--- src/rtl/uart_pkg.sv ---
// -----------------------------------------------------------------------------
// uart_pkg
// Shared UART definitions used by the receiver (and the matching transmitter):
//   - DATA_BITS            : data bits per frame (8N1 framing, LSB first)
//   - CLKS_PER_BIT_DEFAULT : default clk cycles per serial bit
//   - rx_state_t           : receiver FSM state encoding
// No ports; package only.
// -----------------------------------------------------------------------------
package uart_pkg;

  localparam int DATA_BITS            = 8;
  localparam int CLKS_PER_BIT_DEFAULT = 16;

  typedef enum logic [2:0] {
    IDLE       = 3'd0,
    START      = 3'd1,
    DATA       = 3'd2,
    STOP       = 3'd3,
    BREAK_WAIT = 3'd4
  } rx_state_t;

endpackage

--- src/rtl/uart_receiver_sipo.sv ---
// -----------------------------------------------------------------------------
// sipo
// Serial-in parallel-out shift register. On each enabled cycle the new bit
// enters the MSB and the register shifts right, so for a UART frame sent LSB
// first the first bit received ends up in bit 0 after WIDTH shifts.
// Ports:
//   clk          : system clock, rising edge
//   rst          : synchronous active-high reset, clears the register
//   shift_en     : shift one bit in this cycle
//   serial_in    : bit to shift in
//   parallel_out : current register contents
// -----------------------------------------------------------------------------
module sipo
  import uart_pkg::*;
#(
  parameter int WIDTH = DATA_BITS
) (
  input  logic             clk,
  input  logic             rst,
  input  logic             shift_en,
  input  logic             serial_in,
  output logic [WIDTH-1:0] parallel_out
);

  logic [WIDTH-1:0] data_q;
  logic [WIDTH-1:0] data_d;

  always_comb begin
    data_d = data_q;
    if (shift_en) begin
      data_d = {serial_in, data_q[WIDTH-1:1]};
    end
  end

  // NOTE: sequential state uses non-blocking assignments only, so every flop
  // samples the pre-edge value of every other flop regardless of block order.
  always_ff @(posedge clk) begin
    if (rst) begin
      data_q <= '0;
    end else begin
      data_q <= data_d;
    end
  end

  assign parallel_out = data_q;

endmodule

--- src/rtl/uart_receiver.sv ---
// -----------------------------------------------------------------------------
// uart_receiver
// 8N1 UART receiver with mid-bit sampling, stop-bit checking and break
// handling. The serial line is synchronized through two flops; every decision
// is taken on the synchronized bit (rxs).
// Ports:
//   clk          : single system clock, rising edge
//   rst          : synchronous active-high reset
//   rx_serial_in : asynchronous serial line, idles high
//   rx_data_out  : last correctly framed byte, held until the next good frame
//   rx_valid     : one-cycle pulse, rx_data_out updated in the same cycle
//   rx_frame_err : one-cycle pulse when the stop bit samples low
//   rx_busy      : high in every FSM state except IDLE
// -----------------------------------------------------------------------------
module uart_receiver #(
  parameter int CLKS_PER_BIT = uart_pkg::CLKS_PER_BIT_DEFAULT,
  parameter int DATA_BITS    = uart_pkg::DATA_BITS  // only 8 is supported
) (
  input  logic                 clk,
  input  logic                 rst,
  input  logic                 rx_serial_in,
  output logic [DATA_BITS-1:0] rx_data_out,
  output logic                 rx_valid,
  output logic                 rx_frame_err,
  output logic                 rx_busy
);

  import uart_pkg::*;

  localparam int TW = $clog2(CLKS_PER_BIT);
  localparam int IW = $clog2(DATA_BITS);

  localparam logic [TW-1:0] TIMER_MID  = TW'(CLKS_PER_BIT / 2 - 1);
  localparam logic [TW-1:0] TIMER_LAST = TW'(CLKS_PER_BIT - 1);
  localparam logic [IW-1:0] IDX_LAST   = IW'(DATA_BITS - 1);

  // Input synchronizer. Reset to 1 so the line reads idle out of reset.
  logic sync1_q, sync2_q;
  logic rxs;

  // sync_ok_q fills with ones once the synchronizer holds real line samples
  // instead of its reset value; armed_q then latches the first genuine high.
  // IDLE accepts a start bit only when armed, so a line that is already low
  // when reset releases (mid-frame abort) cannot start a bogus frame.
  logic [1:0] sync_ok_q, sync_ok_d;
  logic       armed_q, armed_d;

  rx_state_t            state_q, state_d;
  logic [TW-1:0]        timer_q, timer_d;
  logic [IW-1:0]        idx_q, idx_d;
  logic [DATA_BITS-1:0] data_q, data_d;
  logic                 valid_q, valid_d;
  logic                 err_q, err_d;

  logic                 shift_en;
  logic [DATA_BITS-1:0] shift_data;

  assign rxs = sync2_q;

  sipo #(
    .WIDTH (DATA_BITS)
  ) u_sipo (
    .clk          (clk),
    .rst          (rst),
    .shift_en     (shift_en),
    .serial_in    (rxs),
    .parallel_out (shift_data)
  );

  // NOTE: every signal assigned here gets a default first, so no path through
  // the case statement can leave a value unassigned and infer a latch.
  always_comb begin
    state_d   = state_q;
    timer_d   = timer_q;
    idx_d     = idx_q;
    data_d    = data_q;
    valid_d   = 1'b0;
    err_d     = 1'b0;
    shift_en  = 1'b0;
    sync_ok_d = {sync_ok_q[0], 1'b1};
    armed_d   = armed_q | (sync_ok_q[1] & rxs);

    unique case (state_q)
      IDLE: begin
        timer_d = '0;
        if (armed_q && !rxs) begin
          state_d = START;
        end
      end

      START: begin
        // Mid start bit: still low means a real frame, high means a glitch.
        if (timer_q == TIMER_MID) begin
          timer_d = '0;
          idx_d   = '0;
          state_d = rxs ? IDLE : DATA;
        end else begin
          timer_d = timer_q + 1'b1;
        end
      end

      DATA: begin
        if (timer_q == TIMER_LAST) begin
          timer_d  = '0;
          shift_en = 1'b1;
          // Leave on the last index instead of letting the counter wrap.
          if (idx_q == IDX_LAST) begin
            state_d = STOP;
          end else begin
            idx_d = idx_q + 1'b1;
          end
        end else begin
          timer_d = timer_q + 1'b1;
        end
      end

      STOP: begin
        if (timer_q == TIMER_LAST) begin
          timer_d = '0;
          if (rxs) begin
            data_d  = shift_data;
            valid_d = 1'b1;
            state_d = IDLE;
          end else begin
            err_d   = 1'b1;
            state_d = BREAK_WAIT;
          end
        end else begin
          timer_d = timer_q + 1'b1;
        end
      end

      BREAK_WAIT: begin
        // Hold off until the line returns high so a break reports only once.
        if (rxs) begin
          state_d = IDLE;
        end
      end

      default: begin
        state_d = IDLE;
      end
    endcase
  end

  // NOTE: the synchronizer resets to the idle level (1) and the shift
  // register and output byte to zero; every flop here has a defined reset.
  always_ff @(posedge clk) begin
    if (rst) begin
      sync1_q   <= 1'b1;
      sync2_q   <= 1'b1;
      sync_ok_q <= '0;
      armed_q   <= 1'b0;
      state_q   <= IDLE;
      timer_q   <= '0;
      idx_q     <= '0;
      data_q    <= '0;
      valid_q   <= 1'b0;
      err_q     <= 1'b0;
    end else begin
      sync1_q   <= rx_serial_in;
      sync2_q   <= sync1_q;
      sync_ok_q <= sync_ok_d;
      armed_q   <= armed_d;
      state_q   <= state_d;
      timer_q   <= timer_d;
      idx_q     <= idx_d;
      data_q    <= data_d;
      valid_q   <= valid_d;
      err_q     <= err_d;
    end
  end

  assign rx_data_out  = data_q;
  assign rx_valid     = valid_q;
  assign rx_frame_err = err_q;
  assign rx_busy      = (state_q != IDLE);

endmodule

--- config.mk ---
export PLATFORM = sky130hd
export DESIGN_NAME = uart_receiver
export DESIGN_NICKNAME = d
export VERILOG_FILES = /design/src/rtl/uart_pkg.sv /design/src/rtl/uart_receiver_sipo.sv /design/src/rtl/uart_receiver.sv
export SDC_FILE = /design/constraint.sdc
export NUM_CORES = 1
export LEC_CHECK = 0
export CELL_PAD_IN_SITES_DETAIL_PLACEMENT = 0
export CELL_PAD_IN_SITES_GLOBAL_PLACEMENT = 1
export CORE_MARGIN = 1.5
export CORE_UTILIZATION = 45
export DETAILED_ROUTE_END_ITERATION = 8
export HOLD_SLACK_MARGIN = 0.05
export PLACE_DENSITY_LB_ADDON = 0.1
export SYNTH_ARGS = -nofsm -noshare
export SYNTH_HDL_FRONTEND = slang
export SYNTH_SLANG_ARGS = --single-unit
export TNS_END_PERCENT = 5
--- constraint.sdc ---
create_clock -name clk -period 2.8 [get_ports clk]
set_input_delay 0.42 -clock clk [delete_from_list [all_inputs] [get_ports clk]]
set_output_delay 0.42 -clock clk [all_outputs]
set_load 0.02 [all_outputs]
==> reports/metrics.yaml <==
io_buffer_count: 13
area_growth_pct: 16.6
dr.pass1.iters: 4
finalHoldViolCount: 0
drt_wl_total_um: 2260
final_cell_count_no_fill: 179
grt_use_total_pct: 15.7
finalSetupViolCount: 0
fin_crit_ns: 2.31
crit_arrival_ns: 1.89
utilization_pct: 55.6
worst-path-buf-inv: 1
holdCritPathClass: "flip-flop to flip-flop"
fp-row-count: 19
drtIter0Drc: 20
clk_pin_slew_ns: 0.10
die_h_um: 57.3
drcViolationCount: 0
grt_pass1_vias: 881
final_max_slew_viol_count: 0
yosys.area.top_type: "dfxtp_1"
cp_slowest_cell: "clkdlybuf4s50_1"
netlist_instances: 133
num_antenna_cells: 0
synth_ff_type: "dfxtp_1"
dpl.cell_count: 171
setup_ws_ns: 0.487
final_common_cell: "dfxtp_1"
layout_common_cells: "dfxtp_1, nor2_1, mux2i_1, clkdlybuf4s50_1, nand2_1"
power_density_nw_per_um2: 560
insertion_delay_ns: 0.33
post_cts_buffers: 0
cts-resized-gates: 0
num_io_pins: 14
grt_pass1_wl_um: 3880
cp.required_ns: 2.38
start_util_pct: 47.7
fin_nets: 153
clock_skew_ns: 0.00467
core-area_um2: 2780
rsz0062_at_grt: "false"
switching_share_pct: 19.9
grt_antenna_before_repair: 0
ant_nets: 0
max_freq_ghz: 0.432
cts_buffers: 5
worstSetupStartpointType: "flip-flop"
syn_area_um2: 1330
synth_top_area_share_pct: 49.8
fp.dieW_um: 57.3
cp_max_fo: 15
dieArea_um2: 3290
worst_slew_pin_slew_ns: 0.621
clock_path_buffers: 2
syn-num-nets: 139
ys_ff_latch: 33
cts.sinks: 33
pre_cts_slack_ns: 0.863
peakVddDrop_v: 0.000407
dp_hpwl_um: 1470
drv_cap: 0
critPathCaptureType: "output pin"
async_reset_ff_share_pct: 0
comb_power_share_pct: 2.1
status: "complete, no violations"
hold_buffers: 0
vias_per_cell: 5.39
slowest_delay_ns: 0.54
yosysWarnings: 0
root_buffer: "clkbuf_4"
p_sw_mw: 0.173
overflow: 0
routedWlPerCell_um: 12.6
pwr-share-seq_pct: 55.0
ys_seq_area_share_pct: 49.8
p_int_mw: 0.694
gp_congestion: 0.716
synth-edff-count: 0
post-route-period-util_pct: 82.6
synth_area_per_cell_um2: 9.98
path_delay_family: "buffers and inverters"
ys_types: 31
p_leak_nw: 0.611
netlist_top_cells_area: "dfxtp_1, mux2i_1, nor2_1"
crit_chain: "or3_2, clkdlybuf4s50_1"
cts_tree: "yes"
grt_max_degree: 31
setup_tns_ns: 0
drive_gt1_share_pct: 11.5
pwr-share-clk_pct: 42.9
cts_max_level: 2
slew_headroom_pct: 58.5
crit_type: "flip-flop to output pin"
num_vias: 965
final cells by class:
type	count	area (µm²)
Clock inverter	1	30.0
Inverter	2	7.51
Fill cell	270	1230
Tap cell	31	38.8
Multi-Input combinational cell	90	611
Clock buffer	7	55.1
Sequential cell	33	661
Timing Repair Buffer	15	145
registers in the layout, indices dropped and copies added, names as in the netlist:
name                 flops
armed_q                  1
idx_q                    3
rx_data_out              8
rx_frame_err             1
rx_valid                 1
rxs                      1
state_q                  3
sync1_q                  1
sync_ok_q                2
timer_q                  4
u_sipo.parallel_out      8
stage by stage:
| step | total power, mW | hold WS (ns) | area [µm²] |
|---|---|---|---|
| 3_3_place_gp | 0.505 | 0.393 | 1460 |
| 2_1_floorplan | 0.498 | 0.389 | 1330 |
| 3_5_place_dp | 0.506 | 0.399 | 1460 |
| 4_1_cts | 0.876 | 0.422 | 1550 |
| 5_1_grt | 0.895 | 0.437 | 1550 |
| 6_report | 0.867 | 0.418 | 1550 |
Yosys cell counts, types with 2 or more instances:
master,n
a21oi_1,6
a31oi_1,4
buf_6,2
clkbuf_1,5
dfxtp_1,33
ha_1,3
inv_1,2
mux2i_1,19
nand2_1,9
nand3_1,2
nor2_1,23
nor3_1,3
nor3b_1,3
or2_2,2
routing by layer:
layer	GRT usage, %	share of wire, %	wire, µm	vias up
met5	0	0	0	-
met4	8.97	2.3	51	0
met3	4.76	3.8	85	6
met2	23.0	45	1020	16
met1	20.6	49	1110	454
li1	-	-	-	489
kinds of logic after synthesis:
group	count (synthesis)	share of synthesized area [%]
adders and majority gates	3	2.83
muxes	19	14.3
buffers and inverters	10	4.24
and+or+nand+nor	53	21.3
DFF	33	49.8
xor gates and xnor gates	1	0.660
AOI/OAI and AO/OA	14	6.88
path summary, 6_finish.rpt:
| check | startpoint | to | slack (ns) | cells past startpoint |
|---|---|---|---|---|
| worst max-delay path | state_q[2]$_SDFFE_PP0P_ | rx_busy | 0.49 | 2 |
| worst max register to register | timer_q[0]$_SDFFE_PP0P_ | rx_data_out[1]$_SDFFE_PP0P_ | 0.86 | 5 |
| worst min-delay path | sync1_q$_SDFF_PP1_ | rxs$_SDFF_PP1_ | 0.42 | 1 |
| worst min register to register | sync1_q$_SDFF_PP1_ | rxs$_SDFF_PP1_ | 0.42 | 1 |
power by group through the flow:
stage | clock network (mW) | registers [mW] | logic (mW)
2_1_floorplan | 0 | 0.486 | 0.0123
3_3_place_gp | 0 | 0.487 | 0.0181
3_5_place_dp | 0 | 0.487 | 0.0186
4_1_cts | 0.381 | 0.476 | 0.0186
5_1_grt | 0.398 | 0.477 | 0.0204
6_report | 0.372 | 0.476 | 0.0183
Power figures use the tool's default switching activity.
